File: src/rtl/seq_sorter.sv
// Sequential vector sorter: loads N unsigned W-bit elements, runs N odd-even
// transposition passes (one per clock), then presents the sorted vector.
module seq_sorter #(
  parameter int W    = 2,
  parameter int N    = 4,
  parameter int DESC = 1
) (
  input  logic           clk,
  input  logic           rst_n,
  input  logic           in_valid,
  output logic           in_ready,
  input  logic [N*W-1:0] in_data,
  output logic           out_valid,
  input  logic           out_ready,
  output logic [N*W-1:0] out_data,
  output logic           busy
);

  localparam int CW = $clog2(N + 1);

  typedef enum logic [1:0] {IDLE, SORT, DONE} state_t;

  state_t          r_state;
  state_t          w_next;
  logic [N*W-1:0]  r_data;
  logic [N*W-1:0]  r_out;
  logic [N*W-1:0]  w_passed;
  logic [CW-1:0]   r_pass;
  logic [W-1:0]    w_a;
  logic [W-1:0]    w_b;
  logic            w_accept;
  logic            w_transfer;

  always_ff @(posedge clk or negedge rst_n) begin
    if (!rst_n) begin
      r_state <= IDLE;
    end else begin
      r_state <= w_next;
    end
  end

  // DONE can hand off its result and take a new vector on the same edge.
  always_comb begin
    w_next     = r_state;
    in_ready   = 1'b0;
    out_valid  = 1'b0;
    busy       = 1'b0;
    w_accept   = 1'b0;
    w_transfer = 1'b0;
    case (r_state)
      IDLE: begin
        in_ready = 1'b1;
        if (in_valid) begin
          w_accept = 1'b1;
          w_next   = SORT;
        end
      end
      SORT: begin
        busy = 1'b1;
        if (r_pass == CW'(N)) begin
          w_transfer = 1'b1;
          w_next     = DONE;
        end
      end
      DONE: begin
        out_valid = 1'b1;
        in_ready  = out_ready;
        if (out_ready) begin
          if (in_valid) begin
            w_accept = 1'b1;
            w_next   = SORT;
          end else begin
            w_next = IDLE;
          end
        end
      end
      default: w_next = IDLE;
    endcase
  end

  // Element 0 sits at the MSB end; pairs start at even or odd indices by pass parity.
  always_comb begin
    w_passed = r_data;
    w_a      = '0;
    w_b      = '0;
    for (int i = 0; i < N - 1; i++) begin
      if (i[0] == r_pass[0]) begin
        w_a = r_data[(N-i)*W-1 -: W];
        w_b = r_data[(N-i-1)*W-1 -: W];
        if ((DESC != 0) ? (w_a < w_b) : (w_a > w_b)) begin
          w_passed[(N-i)*W-1 -: W]   = w_b;
          w_passed[(N-i-1)*W-1 -: W] = w_a;
        end
      end
    end
  end

  always_ff @(posedge clk or negedge rst_n) begin
    if (!rst_n) begin
      r_data <= '0;
      r_out  <= '0;
      r_pass <= '0;
    end else begin
      if (w_accept) begin
        r_data <= in_data;
        r_pass <= '0;
      end else if (r_state == SORT && !w_transfer) begin
        r_data <= w_passed;
        r_pass <= r_pass + CW'(1);
      end
      if (w_transfer) begin
        r_out <= r_data;
      end
    end
  end

  assign out_data = r_out;

endmodule

File: config.mk
export PLATFORM = sky130hd
export DESIGN_NAME = seq_sorter
export DESIGN_NICKNAME = d
export VERILOG_FILES = /design/src/rtl/seq_sorter.sv
export SDC_FILE = /design/constraint.sdc
export NUM_CORES = 1
export LEC_CHECK = 0
export CELL_PAD_IN_SITES_DETAIL_PLACEMENT = 0
export CELL_PAD_IN_SITES_GLOBAL_PLACEMENT = 1
export CORE_UTILIZATION = 37
export CTS_BUF_LIST = sky130_fd_sc_hd__clkbuf_8
export DETAILED_ROUTE_END_ITERATION = 6
export PLACE_DENSITY_LB_ADDON = 0.1
export SLEW_MARGIN = 20
export SYNTH_ARGS = -nofsm -noshare
export SYNTH_HDL_FRONTEND = slang
export SYNTH_SLANG_ARGS = --single-unit
File: constraint.sdc
create_clock -name clk -period 1.8 [get_ports clk]
set_input_delay 0.36 -clock clk [delete_from_list [all_inputs] [get_ports clk]]
set_output_delay 0.36 -clock clk [all_outputs]
set_load 0.1 [all_outputs]
==> impl_results.md <==
- WL final: about 2600 um
- Final Instance Area: 1620 um2
- Final Hold Viols: 0
- Cell taking the most area after synthesis: dfrtp_1
- Tcrit/Tclk final: 0.964
- I/O Buffers: 22
- Antenna fix cells: 0
- Max Transition Viols Final: 0
- Final GP Congestion: between 0.8 and 0.9
- Pin count of the biggest net entering global routing: 22
- DR vias: 949
- TritonCTS clock tree: yes
- Crit. End Element: output pin
- Row count: 20
- Cts hold-fix bufs: 0
- Min Tclk post-route: ~1.7 ns
- DR pass1 iterations: 4
- H-tree depth: 1
- FF-to-FF path depth: 6
- CP Launch Type: primary input
- Layout cells sized above 1: 0.254
- Setup CP Type: in -> out
- Worst Path Max Fanout: 4
- Placed instance area: 1580 um2
- Critical Path AT: 1.37 ns
- Later-pin clock latency in the skew report: 0.26 ns
- Post-synth EDFFs: 0
- Main flop type after synthesis: dfrtp_1
- Top post-synthesis cells by area: dfrtp_1, ha_1, mux2_2
- Utilization after layout: 0.536
- Avg Cell Area, Syn: between 10 and 15 um2
- Synth cell count leaders: dfrtp_1, nand2_1, o21ai_0
- Synthesized net count: 133
- Total gr overflow: 0
- I/O pin count: 23
- TritonCTS sink count: 21
- Die area: roughly 3400 um2
- Max Fclk: between 0.5 and 0.6 GHz
- CTS root buf: clkbuf_8
- Synth Cell Area: approximately 1200 um2
- Layout Nets: ~160
- Worst Max-Slew Pin Slew: roughly 0.43 ns
- Async S/R FF share, synth: 1.00
- Clk slew on worst S/H paths: about 0.08 ns
- Vias per Instance: between 5 and 6
- Count leader, synth: dfrtp_1
- Synth Register Bits: 21
- Initial Util: 0.387
- Distinct cell type count of the synthesized netlist: 35
- Clock Skew: 0.00160 ns
- Chip height: a little under 60 um
- Setup_tns: 0 ns
- Min-Delay Path Class: in -> async
- DR DRC count: 0
- Die Wd: 58.3 um
- DRT antenna net count: 0
- Worst path required time: about 1.4 ns
- Sequential share of the synthesized area: 0.449
- Ys Warns: 0
- DP HPWL: between 1500 and 2000 um
- Vias in the first global route: roughly 960
- CTS buffer count: 3
- Slew HR: 0.712
- Area Growth Syn to Fin: 38.7%
- Antenna violations before repair: 0
- First-pass GRT wire length: ~4300 um
- Area share of the largest cell type after synthesis: 0.449
- Max Cap Viol: 0
- Cells after Synth: between 100 and 150
- Core area: just over 3000 um2
- RSZ-0062 raised after global routing: no
- DRT iter0 DRCs: 12
- Total GRT Usage: 0.170
- DR WL/cell: approximately 14 um
- CTS Buffer Depth: 2
- Final setup fails: 0
- Status: complete, no violations
## cell type report
| class | instances | area [um2] |
|---|---|---|
| clock inverter | 1 | 5.00 |
| sequential | 21 | 528 |
| multi-input combinational | 82 | 597 |
| timing repair buffer | 27 | 368 |
| clock buffer | 3 | 41.3 |
| tap | 44 | 55.1 |
| fill | 274 | 1400 |
| inverter | 8 | 30.0 |
## placed cells by master, fill, tap and decap left out, types with 2 or more instances in the layout
cell type         n
clkbuf_8          3
nor2_1            4
a22oi_1           5
dfrtp_1          19
buf_4             5
nand3_1           4
and2_1            3
clkdlybuf4s50_1  11
mux2i_1           2
mux2_2            5
nand2_1          15
o21ai_0           9
buf_12           11
nand2b_1          4
ha_1              7
o211ai_1          2
dfrtp_2           2
nor3_1            3
inv_1             7
## what timing repair did
action / 4_1_cts / 5_1_grt
buffers inserted: 0 / 0
setup endpoints to repair: 0 / 3
resized for setup: 0 / 2
## routing by layer
layer | part of all wire | GRT usage | vias to the layer above
met4 | 0.013 | 0.0714 | 0
met5 | 0 | 0 | -
met3 | 0.033 | 0.0290 | 4
met2 | 0.50 | 0.294 | 21
li1 | - | - | 453
met1 | 0.46 | 0.210 | 471
## state kept, by name, summed over array words and instances, names as in the netlist
name      count
r_data        8
r_pass        3
out_data      8
r_state       2
## critical path, stage by stage
cell and delay (ns):
clkdlybuf4s50_1 0.46, nand2b_1 0.16, nor2b_2 0.20, buf_12 0.19
## kinds of logic (layout without fill, tap and decap cells)
family | Yosys count | in the layout | share of synthesized area
buffers and inverters | 11 | 39 | 0.0438
DFF | 21 | 21 | 0.449
AOI/OAI and AO/OA | 27 | 27 | 0.183
muxes | 7 | 7 | 0.0652
and+or+nand+nor | 40 | 40 | 0.177
adders and majority gates | 7 | 7 | 0.0748
xor gates and xnor gates | 1 | 1 | 0.00748
## worst paths after layout
check,from,end,slack [ns]
setup / recovery,out_ready,in_ready,0.07
min in group clk,out_data[1]$_DFFE_PN0P_,out_data[1]$_DFFE_PN0P_,0.55
hold / removal,rst_n,r_state[1]$_DFFE_PN0P_,0.43
max in group asynchronous,rst_n,r_data[3]$_DFFE_PN0P_,1.13
hold reg to reg,out_data[1]$_DFFE_PN0P_,out_data[1]$_DFFE_PN0P_,0.55
setup reg to reg,r_data[5]$_DFFE_PN0P_,r_data[7]$_DFFE_PN0P_,0.14
## stage by stage
| stage | cells | hold WS (ns) | setup slack (ns) |
|---|---|---|---|
| 6_report | 186 | 0.432 | 0.0653 |
| 5_1_grt | 186 | 0.481 | 0.00625 |
| 4_1_cts | 186 | 0.446 | 0.0610 |
| 3_5_place_dp | 182 | 0.536 | 0.00785 |
| 3_3_place_gp | 182 | 0.530 | 0.0484 |
| 2_1_floorplan | 114 | 0.0644 | 0.0808 |
Power is not shown: default switching activity piles up to over one toggle a cycle in this logic, so the estimate is an artifact.
